## config.mk

```make
export PLATFORM = sky130hd
export DESIGN_NAME = down_counter_timer
export DESIGN_NICKNAME = d
export VERILOG_FILES = /design/src/rtl/timer_pkg.sv /design/src/rtl/timer_prescaler.sv /design/src/rtl/down_counter_timer.sv
export SDC_FILE = /design/constraint.sdc
export NUM_CORES = 1
export LEC_CHECK = 0
export ABC_AREA = 1
export BUFFER_PORTS_ARGS = -buffer_cell sky130_fd_sc_hd__buf_2
export CORE_AREA = 2 2 94 132
export DETAILED_ROUTE_END_ITERATION = 8
export DIE_AREA = 0 0 96 134
export PLACE_DENSITY = 0.89
export SYNTH_ARGS = -nofsm -noshare
export SYNTH_HDL_FRONTEND = slang
export SYNTH_SLANG_ARGS = --single-unit
```

## constraint.sdc

```tcl
create_clock -name clk -period 2.15 [get_ports clk]
set_input_delay 0.43 -clock clk [delete_from_list [all_inputs] [get_ports clk]]
set_output_delay 0.43 -clock clk [all_outputs]
set_load 0.03 [all_outputs]
```

## src/rtl/timer_pkg.sv

```systemverilog
// timer_pkg: shared state encoding and default widths for the timer blocks
package timer_pkg;

    typedef enum logic [2:0] {IDLE, LOADED, RUN, PAUSE, DONE} timer_state_t;

    localparam int DEF_WIDTH      = 32;
    localparam int DEF_PRESCALE_W = 8;
    localparam int DEF_RCNT_W     = 16;

endpackage

```

## src/rtl/timer_prescaler.sv

```systemverilog
// timer_prescaler: divides clk into decrement ticks every (prescale+1) enabled cycles
module timer_prescaler
    import timer_pkg::*;
#(
    parameter int PRESCALE_W = DEF_PRESCALE_W
) (
    input  logic                  clk,
    input  logic                  reset,
    input  logic                  en,
    input  logic                  clr,
    input  logic [PRESCALE_W-1:0] prescale,
    output logic                  tick
);

    logic [PRESCALE_W-1:0] presc_cnt;

    // Equality compare only, so a shrinking prescale lets presc_cnt wrap through zero
    assign tick = en && (presc_cnt == prescale);

    // Phase counter: cleared on fresh starts, frozen while disabled
    always_ff @(posedge clk or negedge reset) begin
        if (!reset) presc_cnt <= '0;
        else if (clr) presc_cnt <= '0;
        else if (en) presc_cnt <= tick ? '0 : presc_cnt + 1'b1;
    end

endmodule

```

## src/rtl/down_counter_timer.sv

```systemverilog
// down_counter_timer: loadable prescaled down-counter with done pulse and auto-reload
module down_counter_timer
    import timer_pkg::*;
#(
    parameter int WIDTH      = DEF_WIDTH,
    parameter int PRESCALE_W = DEF_PRESCALE_W,
    parameter int RCNT_W     = DEF_RCNT_W
) (
    input  logic                  clk,
    input  logic                  reset,
    input  logic                  load,
    input  logic [WIDTH-1:0]      load_value,
    input  logic [PRESCALE_W-1:0] prescale,
    input  logic                  start,
    input  logic                  pause,
    input  logic                  auto_reload,
    output logic [WIDTH-1:0]      count,
    output logic                  running,
    output logic                  done,
    output logic [RCNT_W-1:0]     reload_count
);

    timer_state_t      state, state_nxt;
    logic [WIDTH-1:0]  count_nxt, reload_reg, reload_nxt;
    logic [RCNT_W-1:0] rcnt_nxt;
    logic              done_nxt, en, clr, tick;

    // Ticks only count in RUN; pause wins so the paused cycle never ticks
    assign en = (state == RUN) && !pause;

    // Fresh starts from LOADED or DONE restart the prescale phase; PAUSE resumes it
    assign clr = start && !load &&
                 ((state == LOADED && count != '0) || (state == DONE && reload_reg != '0));

    assign running = (state == RUN);

    timer_prescaler #(.PRESCALE_W(PRESCALE_W)) u_presc (
        .clk      (clk),
        .reset    (reset),
        .en       (en),
        .clr      (clr),
        .prescale (prescale),
        .tick     (tick)
    );

    // Next-state, count and reload bookkeeping
    always_comb begin
        state_nxt  = state;
        count_nxt  = count;
        reload_nxt = reload_reg;
        rcnt_nxt   = reload_count;
        done_nxt   = 1'b0;
        if (state == RUN) begin
            if (pause) state_nxt = PAUSE;
            else if (tick && count == WIDTH'(1)) begin
                done_nxt = 1'b1;
                if (auto_reload) begin
                    count_nxt = reload_reg;
                    rcnt_nxt  = &reload_count ? reload_count : reload_count + 1'b1;
                end else begin
                    count_nxt = '0;
                    state_nxt = DONE;
                end
            end else if (tick && count > WIDTH'(1)) count_nxt = count - 1'b1;
        end else if (load) begin
            count_nxt  = load_value;
            reload_nxt = load_value;
            state_nxt  = (state == PAUSE) ? PAUSE : LOADED;
        end else if (start) begin
            if ((state == LOADED || state == PAUSE) && count != '0) state_nxt = RUN;
            else if (state == DONE && reload_reg != '0) begin
                count_nxt = reload_reg;
                state_nxt = RUN;
            end
        end
    end

    // State and output registers
    always_ff @(posedge clk or negedge reset) begin
        if (!reset) begin
            state        <= IDLE;
            count        <= '0;
            reload_reg   <= '0;
            reload_count <= '0;
            done         <= 1'b0;
        end else begin
            state        <= state_nxt;
            count        <= count_nxt;
            reload_reg   <= reload_nxt;
            reload_count <= rcnt_nxt;
            done         <= done_nxt;
        end
    end

endmodule

```

* Word level (Yosys, flattened, before mapping)
Index checks and enable logic that the tools add are counted.
Cells by class: muxes and demuxes 24, shift operators 0, bitwise operators 3, $mul 0, $lt $le $gt $ge 1, reduce and logical (&&, ||, !) cells 24, equal/unequal tests 11, add/sub/neg operators 3, div/mod/pow operators 0
Operators by type and width (number):
- $mux W32 | 9
- $reduce_bool A32 Y1 | 2
- $eq A32 B1 Y1 const B | 1
- $gt A32 B1 Y1 const B | 1
- $sub A32 B1 Y32 const B | 1
- $mux W3 | 8
- $mux W8 | 3
- $add A16 B1 Y16 const B | 1
- $reduce_and A16 Y1 | 1
- $reduce_and A5 Y1 | 2
- $logic_and A1 B1 Y1 | 9
- $add A8 B1 Y8 const B | 1
- $eq A8 B8 Y1 | 1
- $eq A3 B2 Y1 const B | 2
- $ne A3 B3 Y1 const B | 2
- $reduce_bool A3 Y1 | 2
- $reduce_and A4 Y1 | 1
- $reduce_bool A4 Y1 | 1
- $eq A3 B1 Y1 const B | 1
- $eq A3 B3 Y1 const B | 1
- $mux W1 | 3
- $ne A3 B1 Y1 const B | 1
- $ne A3 B2 Y1 const B | 1
- $not A1 Y1 | 3
- 6 further kinds | 8
Storage, ports and cells: bits in read-only memories 0, latch bits 0, flip-flop bits (word level) 92, memories kept 0, memory bits (writable) 0

* Logic depth before layout (Yosys ltp)
Gate-level depths: netlist of the first run.
depth after elaboration 8, depth in mapped cells 14, depth with buffers taken out 14

* By module
Synthesis of the first run repeated with hierarchy kept, for this count alone.
Second synthesis, totals: cell total of the unflattened synthesis 924, area total of the unflattened synthesis 6324.8 um^2
By module, submodules not included:
- down_counter_timer | area each 5699.2 um^2, cells an instance 837, instances 1, seq. area each 2102.0 um^2
- timer_prescaler | area each 625.6 um^2, cells an instance 87, instances 1, seq. area each 200.2 um^2

* Worst setup path after synthesis of the first run
No wires, ideal clock.
path kind register to register, start reg reload_count[0], end reg reload_count[10], arrival time 1874 ps, library setup time 128 ps, path slack 148 ps, buffers on the path 1, cell stages (with the launch flop) 10, required time 2022 ps, path through dfrtp_1 ha_1 nand2_1 nor3_1 nand4_1 o21bai_2 nor2_2 buf_6 o21ai_1 o21ai_0
Between the ends: cells in the longest elaborated chain, start to end 3, elaborated cells on any way between the ends 4, classes of those cells add/sub: 1; bitwise: 1; reduce/logical: 2
Ends and longest elaborated chain:
- start, declared | RTL line down_counter_timer.sv:20 | output logic [RCNT_W-1:0] reload_count
- start signal, assigned | RTL line down_counter_timer.sv:90 | reload_count <= rcnt_nxt;
- parallel branches: the longest is 3 deep, another holds $add A16 B1 Y16
Several ways; the timed one is not identified. A chain may end at the register's enable or synchronous reset.

* Worst setup path in the final report of the first run
start reg count[14], end reg reload_count[10]
Between the ends: cells in the longest elaborated chain, start to end 3
Ends and longest elaborated chain:
- start, declared | RTL line down_counter_timer.sv:17 | output logic [WIDTH-1:0] count,
- start signal, assigned | RTL line down_counter_timer.sv:88 | count <= count_nxt;
- $eq A32 B1 Y1 | RTL line down_counter_timer.sv:55 | else if (tick && count == WIDTH'(1)) begin
- $logic_and A1 B1 Y1 | RTL line down_counter_timer.sv:55
- $reduce_and A5 Y1 (no source line)
Every way passes these cells.

==> impl_metrics.json, run 1 <==
{
  "cts_buffer_depth": 2,
  "drtAntennaViolNets": 0,
  "die_w_um": 96,
  "area_growth_pct": 17.3,
  "rsz0062_at_grt": "true",
  "diodes": 0,
  "crit_path_start_kind": "register",
  "peakVddDrop_mv": 1.03,
  "path_cells": "nor2_2 > nand2_2 > nor2_4 > nand2_4 > nor2_8 > nand3_4 > nor2_2 > buf_4 > o21ai_1 > o21ai_0",
  "ff2ff_path_depth": 10,
  "required_ns": 2.42,
  "syn_avg_cell_area_um2": 6.42,
  "cp_max_fo": 11,
  "clk_pin_slew_worst_paths_ns": 0.07,
  "core_region_area_um2": 11700,
  "place.port_buffers": 95,
  "cts_root_buf": "clkbuf_16",
  "crit_slowest_cell": "dfrtp_1",
  "synth_fa_ha_area_share_pct": 0.934,
  "place.gp.congestion": 0.982,
  "fin_crit_sh_pct": 95.8,
  "vias_per_cell": 5.56,
  "drv_slew": 0,
  "cts_buffers": 9,
  "dpl.hpwl_mm": 15.0,
  "tritoncts": "yes",
  "routed_wl_mm": 20.4,
  "grt.total_usage_pct": 33.0,
  "grt-ovfl-total": 0,
  "hold-worst-slack_ns": 0.0351,
  "cts.sinks": 92,
  "muxShareOfSynthArea_pct": 0,
  "ys_types": 32,
  "num_rows": 47,
  "r2r_slack_ns": 0.09,
  "worst-endpoint-arrival_ns": 2.33,
  "path_buf_inv": 1,
  "total_power_mw": 10.6,
  "holdBufCountCts": 0,
  "drt_iter0_drc": 605,
  "wire_per_inst_um": 15.7,
  "grt_antenna_before_repair": 0,
  "pin_count": 96,
  "die_y_um": 134,
  "skew_ns": 0.00787,
  "drive_gt1_share_pct": 17.3,
  "synth.area.top_cells": "dfrtp_1, nand2_1, inv_1, nor2_1, nand4_1",
  "initial_core_util_pct": 57.3,
  "synth_top_family_by_area": "simple AND/OR/NAND/NOR gates",
  "grt_pass1_vias": 7014,
  "timing.fmax_mhz": 485,
  "synth_xor_area_share_pct": 4.31,
  "syn_nets": 1095,
  "status": "finished, final reports clean",
  "yosys.area.top_type": "dfrtp_1",
  "worstReg2RegStart": "count[14]",
  "worstSetupEndpointType": "register",
  "synth-seq-cells": 92,
  "setup_viol": 0,
  "drc": 0,
  "synth_top_area_share_pct": 34.4,
  "fin_crit_ns": 2.06,
  "crit_top_cell": "nor2_2",
  "worstReg2RegEnd": "reload_count[10]",
  "slowest_delay_ns": 0.47,
  "grt_first_pass_wirelength_mm": 32.7,
  "ys_seq_area_share_pct": 34.4,
  "finish.net_count": 1196,
  "num_vias": 7200,
  "fp.dieArea_um2": 12900,
  "synth_compound_area_share_pct": 8.01,
  "clk_latency_ns": 0.36,
  "firstDrtPassIters": 5,
  "htreeDepth": 3,
  "netlist_area_um2": 6700,
  "powerDensity_nw_per_um2": 1340,
  "synth-simple-area-share_pct": 42.1,
  "grt_max_degree": 39,
  "max_cap_viol_count": 0,
  "hold_viol": 0,
  "slew_headroom_pct": 63.3,
  "path_class": "reg2reg",
  "worst_pin_slew_ns": 0.549,
  "cp_top_family": "simple AND/OR/NAND/NOR gates",
  "ys_warn_count": 0,
  "power_leakage_nw": 4.40,
  "syn-instance-count": 1044,
  "hold_path_class": "in2async",
  "postCtsSetupRepairBufs": 0
}
[layer usage]
metal,global-route usage (%),up-vias,routed length [µm]
met5,0,-,0
li1,-,3451,-
met2,57.2,346,10500
met1,35.7,3294,7210
met4,23.9,0,1550
met3,4.78,109,1080
[worst reg2reg max path, stage by stage (launching register included)]
cell and delay, ns:
dfrtp_1 0.47, nor2_2 0.16, nand2_2 0.09, nor2_4 0.18, nand2_4 0.10, nor2_8 0.26, nand3_4 0.22, nor2_2 0.17
buf_4 0.18, o21ai_1 0.08, o21ai_0 0.08
[cells in the mapped netlist (all sizes together)]
cell and number:
a22oi 1, buf 20, clkbuf 18, clkinv 2, dfrtp 92, ha 5, inv 121, nand2 453
nand3 42, nand3b 1, nand4 45, nor2 109, nor3 11, nor3b 1, o21a 31, o21ai 57
o21bai 1, or2 1, xnor2 16, xor2 17
[kinds of logic after synthesis]
| family | Yosys count |
|---|---|
| XOR/XNOR | 33 |
| adder cells (fa/ha/maj) | 5 |
| flip-flops | 92 |
| buffers and inverters | 161 |
| AND/OR/NAND/NOR | 663 |
| AO/OA/AOI/OAI | 90 |
[repair_timing]
action	4_1_cts	5_1_grt
setup endpoints to repair	30	53
gates cloned	0	1
resized for setup	2	32
[where the power goes]
group / internal (mW) / total [mW] / switching [mW]
combinational: 1.88 / 5.78 / 3.90
sequential: 2.38 / 3.08 / 0.694
clock: 0.991 / 1.70 / 0.709
total: 5.25 / 10.6 / 5.30
[stage by stage]
step                      TNS (ns)  area, µm²  utilization, %  worst slack (ns)  instances
after global routing       -0.0522       7860            67.2           -0.0247       1296
final                            0       7860            67.2            0.0895       1296
after CTS                        0       7730            66.1            0.0319       1295
after global placement     -0.0358       7410            63.3           -0.0202       1280
after floorplan                  0       6700               -             0.148       1044
after detailed placement    -0.141       7410            63.3           -0.0629       1280
[cell type report]
| class | count | area, µm² |
|---|---|---|
| Inverter | 123 | 469 |
| Multi-Input combinational cell | 791 | 3780 |
| Clock buffer | 12 | 267 |
| Fill cell | 1068 | 3840 |
| Tap cell | 147 | 184 |
| Timing Repair Buffer | 128 | 797 |
| Clock inverter | 3 | 45.0 |
| Sequential cell | 92 | 2310 |
[how the worst max path moves through the flow]
stage	start	endpoint	slack, ns	cells past startpoint
finish	count[14]	reload_count[10]	0.09	10
global placement	count[0]	count[18]	-0.02	13
floorplan	reload_count[0]	reload_count[10]	0.15	9
detailed placement	count[0]	count[18]	-0.06	13
CTS	count[0]	count[10]	0.03	11
global route	count[0]	count[26]	-0.02	14
[placed cells by master (no fill, tap or decap), types with 2 or more instances in the layout]
master / n
nand4_1: 45
o21ai_1: 10
nand3_2: 2
nor3_1: 11
xnor2_2: 2
o21ai_0: 47
clkbuf_8: 3
inv_1: 114
nand2_1: 441
nor2_4: 9
dfrtp_2: 9
nor2_1: 89
nand2_2: 8
xnor2_1: 14
inv_2: 6
clkinv_1: 2
nor2_2: 10
ha_1: 5
dfrtp_1: 83
xor2_1: 17
buf_4: 28
nand3_1: 38
buf_12: 4
buf_2: 94
clkbuf_16: 10
clkinvlp_4: 2
o21a_1: 31
nand3_4: 2
nand2_4: 3
No activity file was read; power rests on OpenSTA's default activity.
==> run 2: changes to the inputs <==
- MAX_ROUTING_LAYER: unset -> met4
- SLEW_MARGIN: unset -> 20
==> impl_metrics.json, run 2 (synthesized netlist as in run 1, its figures left out) <==
{
  "power_leakage_nw": 4.37,
  "grt_pass1_vias": 6940,
  "worst_pin_slew_ns": 0.541,
  "timing.fmax_mhz": 479,
  "drv_slew": 0,
  "final_common_cell": "nand2_1",
  "grt_first_pass_wirelength_mm": 32.7,
  "finish.net_count": 1195,
  "mostFrequentLayoutCells": "nand2_1, inv_1, buf_2",
  "place.gp.congestion": 1.05,
  "drive_gt1_share_pct": 16.8,
  "area_growth_pct": 16.3,
  "cts_buffer_depth": 2,
  "htreeDepth": 3,
  "die_y_um": 134,
  "fp.dieArea_um2": 12900,
  "path_cells": "inv_2 > ha_1 > nand2_4 > nor2_4 > nand2_1 > o21ai_1 > nand2_1 > nand3_4 > inv_6 > nand2_1 > nand2_1",
  "initial_core_util_pct": 57.3,
  "slowest_delay_ns": 0.45,
  "drt_iter0_drc": 493,
  "worstSetupEndpointType": "register",
  "drtAntennaViolNets": 0,
  "cts_root_buf": "clkbuf_16",
  "fin_area_um2": 7790,
  "skew_ns": 0.00597,
  "fin_crit_sh_pct": 97.0,
  "clk_latency_ns": 0.35,
  "cts.sinks": 92,
  "clk_pin_slew_worst_paths_ns": 0.07,
  "grt-ovfl-total": 0,
  "tritoncts": "yes",
  "grt.total_usage_pct": 34.0,
  "worst-endpoint-arrival_ns": 2.32,
  "die_w_um": 96,
  "num_vias": 7118,
  "place.port_buffers": 95,
  "crit_top_cell": "nand2_1",
  "status": "finished, final reports clean",
  "max_cap_viol_count": 0,
  "crit_path_start_kind": "register",
  "slew_headroom_pct": 64.0,
  "num_rows": 47,
  "pin_count": 96,
  "grt_antenna_before_repair": 0,
  "routed_wl_mm": 20.4,
  "dp.cells": 1279,
  "peakVddDrop_mv": 1.11,
  "path_class": "reg2reg",
  "postCtsSetupRepairBufs": 0,
  "hold_path_class": "in2async",
  "required_ns": 2.38,
  "crit_slowest_cell": "dfrtp_2",
  "setup_viol": 0,
  "firstDrtPassIters": 6,
  "cp_max_fo": 32,
  "hold-worst-slack_ns": 0.0593,
  "dpl.hpwl_mm": 15.5,
  "drc": 0,
  "grt_max_degree": 38,
  "powerDensity_nw_per_um2": 1350,
  "placed_area_um2": 7410,
  "fin_crit_ns": 2.09,
  "hold_viol": 0,
  "layout.cells.non_filler": 1296,
  "wire_per_inst_um": 15.8,
  "core_region_area_um2": 11700,
  "vias_per_cell": 5.49,
  "cts_buffers": 9,
  "diodes": 0,
  "rsz0062_at_grt": "true"
}
## run 2: changes by cell type in the layout (fill, tap and decap cells not counted), moves of 2 or more
| cell | before | now |
|---|---|---|
| nor2_2 | 10 | 12 |
| xnor2_2 | 2 | 0 |
| inv_6 | 0 | 4 |
| clkinv_2 | 0 | 2 |
| dfrtp_1 | 83 | 86 |
| xnor2_1 | 14 | 16 |
| clkbuf_8 | 3 | 0 |
| dfrtp_2 | 9 | 6 |
## run 2: cell type report
type	count	area, µm²
timing repair buffer	127	786
inverter	123	467
multi-input combinational	791	3750
tap	147	184
clock inverter	7	73.8
sequential	92	2310
clock buffer	9	225
fill	1078	3910
## run 2: timing repair
| action | CTS | global route |
|---|---|---|
| resized for setup | 3 | 19 |
| pin swaps | 0 | 1 |
| endpoints found under the hold margin | 0 | 0 |
| gates cloned | 0 | 1 |
| hold buffers | 0 | 0 |
| setup endpoints to repair | 32 | 44 |
## run 2: critical path: cells and delay by family (launching register included)
| family | cells | cell delay (ns) |
|---|---|---|
| adders and majority gates | 1 | 0.24 |
| AOI/OAI and AO/OA | 1 | 0.18 |
| DFF | 1 | 0.45 |
| buffers and inverters | 2 | 0.23 |
| and+or+nand+nor | 7 | 0.86 |
## run 2: through the flow
stage | util, % | setup WS (ns) | power (mW) | TNS, ns
6_report | 66.6 | 0.0643 | 10.5 | 0
3_5_place_dp | 63.3 | -0.123 | 8.61 | -0.650
2_1_floorplan | - | 0.148 | 6.93 | 0
3_3_place_gp | 63.3 | -0.116 | 8.51 | -0.211
5_1_grt | 66.6 | -0.0338 | 11.3 | -0.120
4_1_cts | 65.9 | -0.00696 | 10.3 | -0.0123
## run 2: per-layer routing
metal | global-route usage, % | wire, µm | vias up
met5 | - | 0 | -
met4 | 23.4 | 1570 | 0
met3 | 4.27 | 946 | 89
met2 | 57.9 | 10500 | 298
met1 | 35.6 | 7420 | 3293
li1 | - | - | 3438
## run 2: report_power, final
part / internal (mW) / switching, mW / leakage (nW)
combinational: 1.85 / 3.89 / 3.09
sequential: 2.38 / 0.723 / 1.13
clock: 0.911 / 0.739 / 0.147
total: 5.14 / 5.35 / 4.37
## run 2: path summary, 6_finish.rpt
path / from / slack [ns] / cells after the start / to
max in group asynchronous: reset / 1.46 / 2 / reload_reg[1]
worst max-delay path: count[0] / 0.06 / 11 / count[15]
worst min-delay path: reset / 0.06 / 1 / u_presc.presc_cnt[6]
worst min register to register: reload_count[4] / 0.52 / 1 / reload_count[4]
min in group clk: load_value[20] / 0.31 / 3 / reload_reg[20]
worst max register to register: count[0] / 0.06 / 11 / count[15]
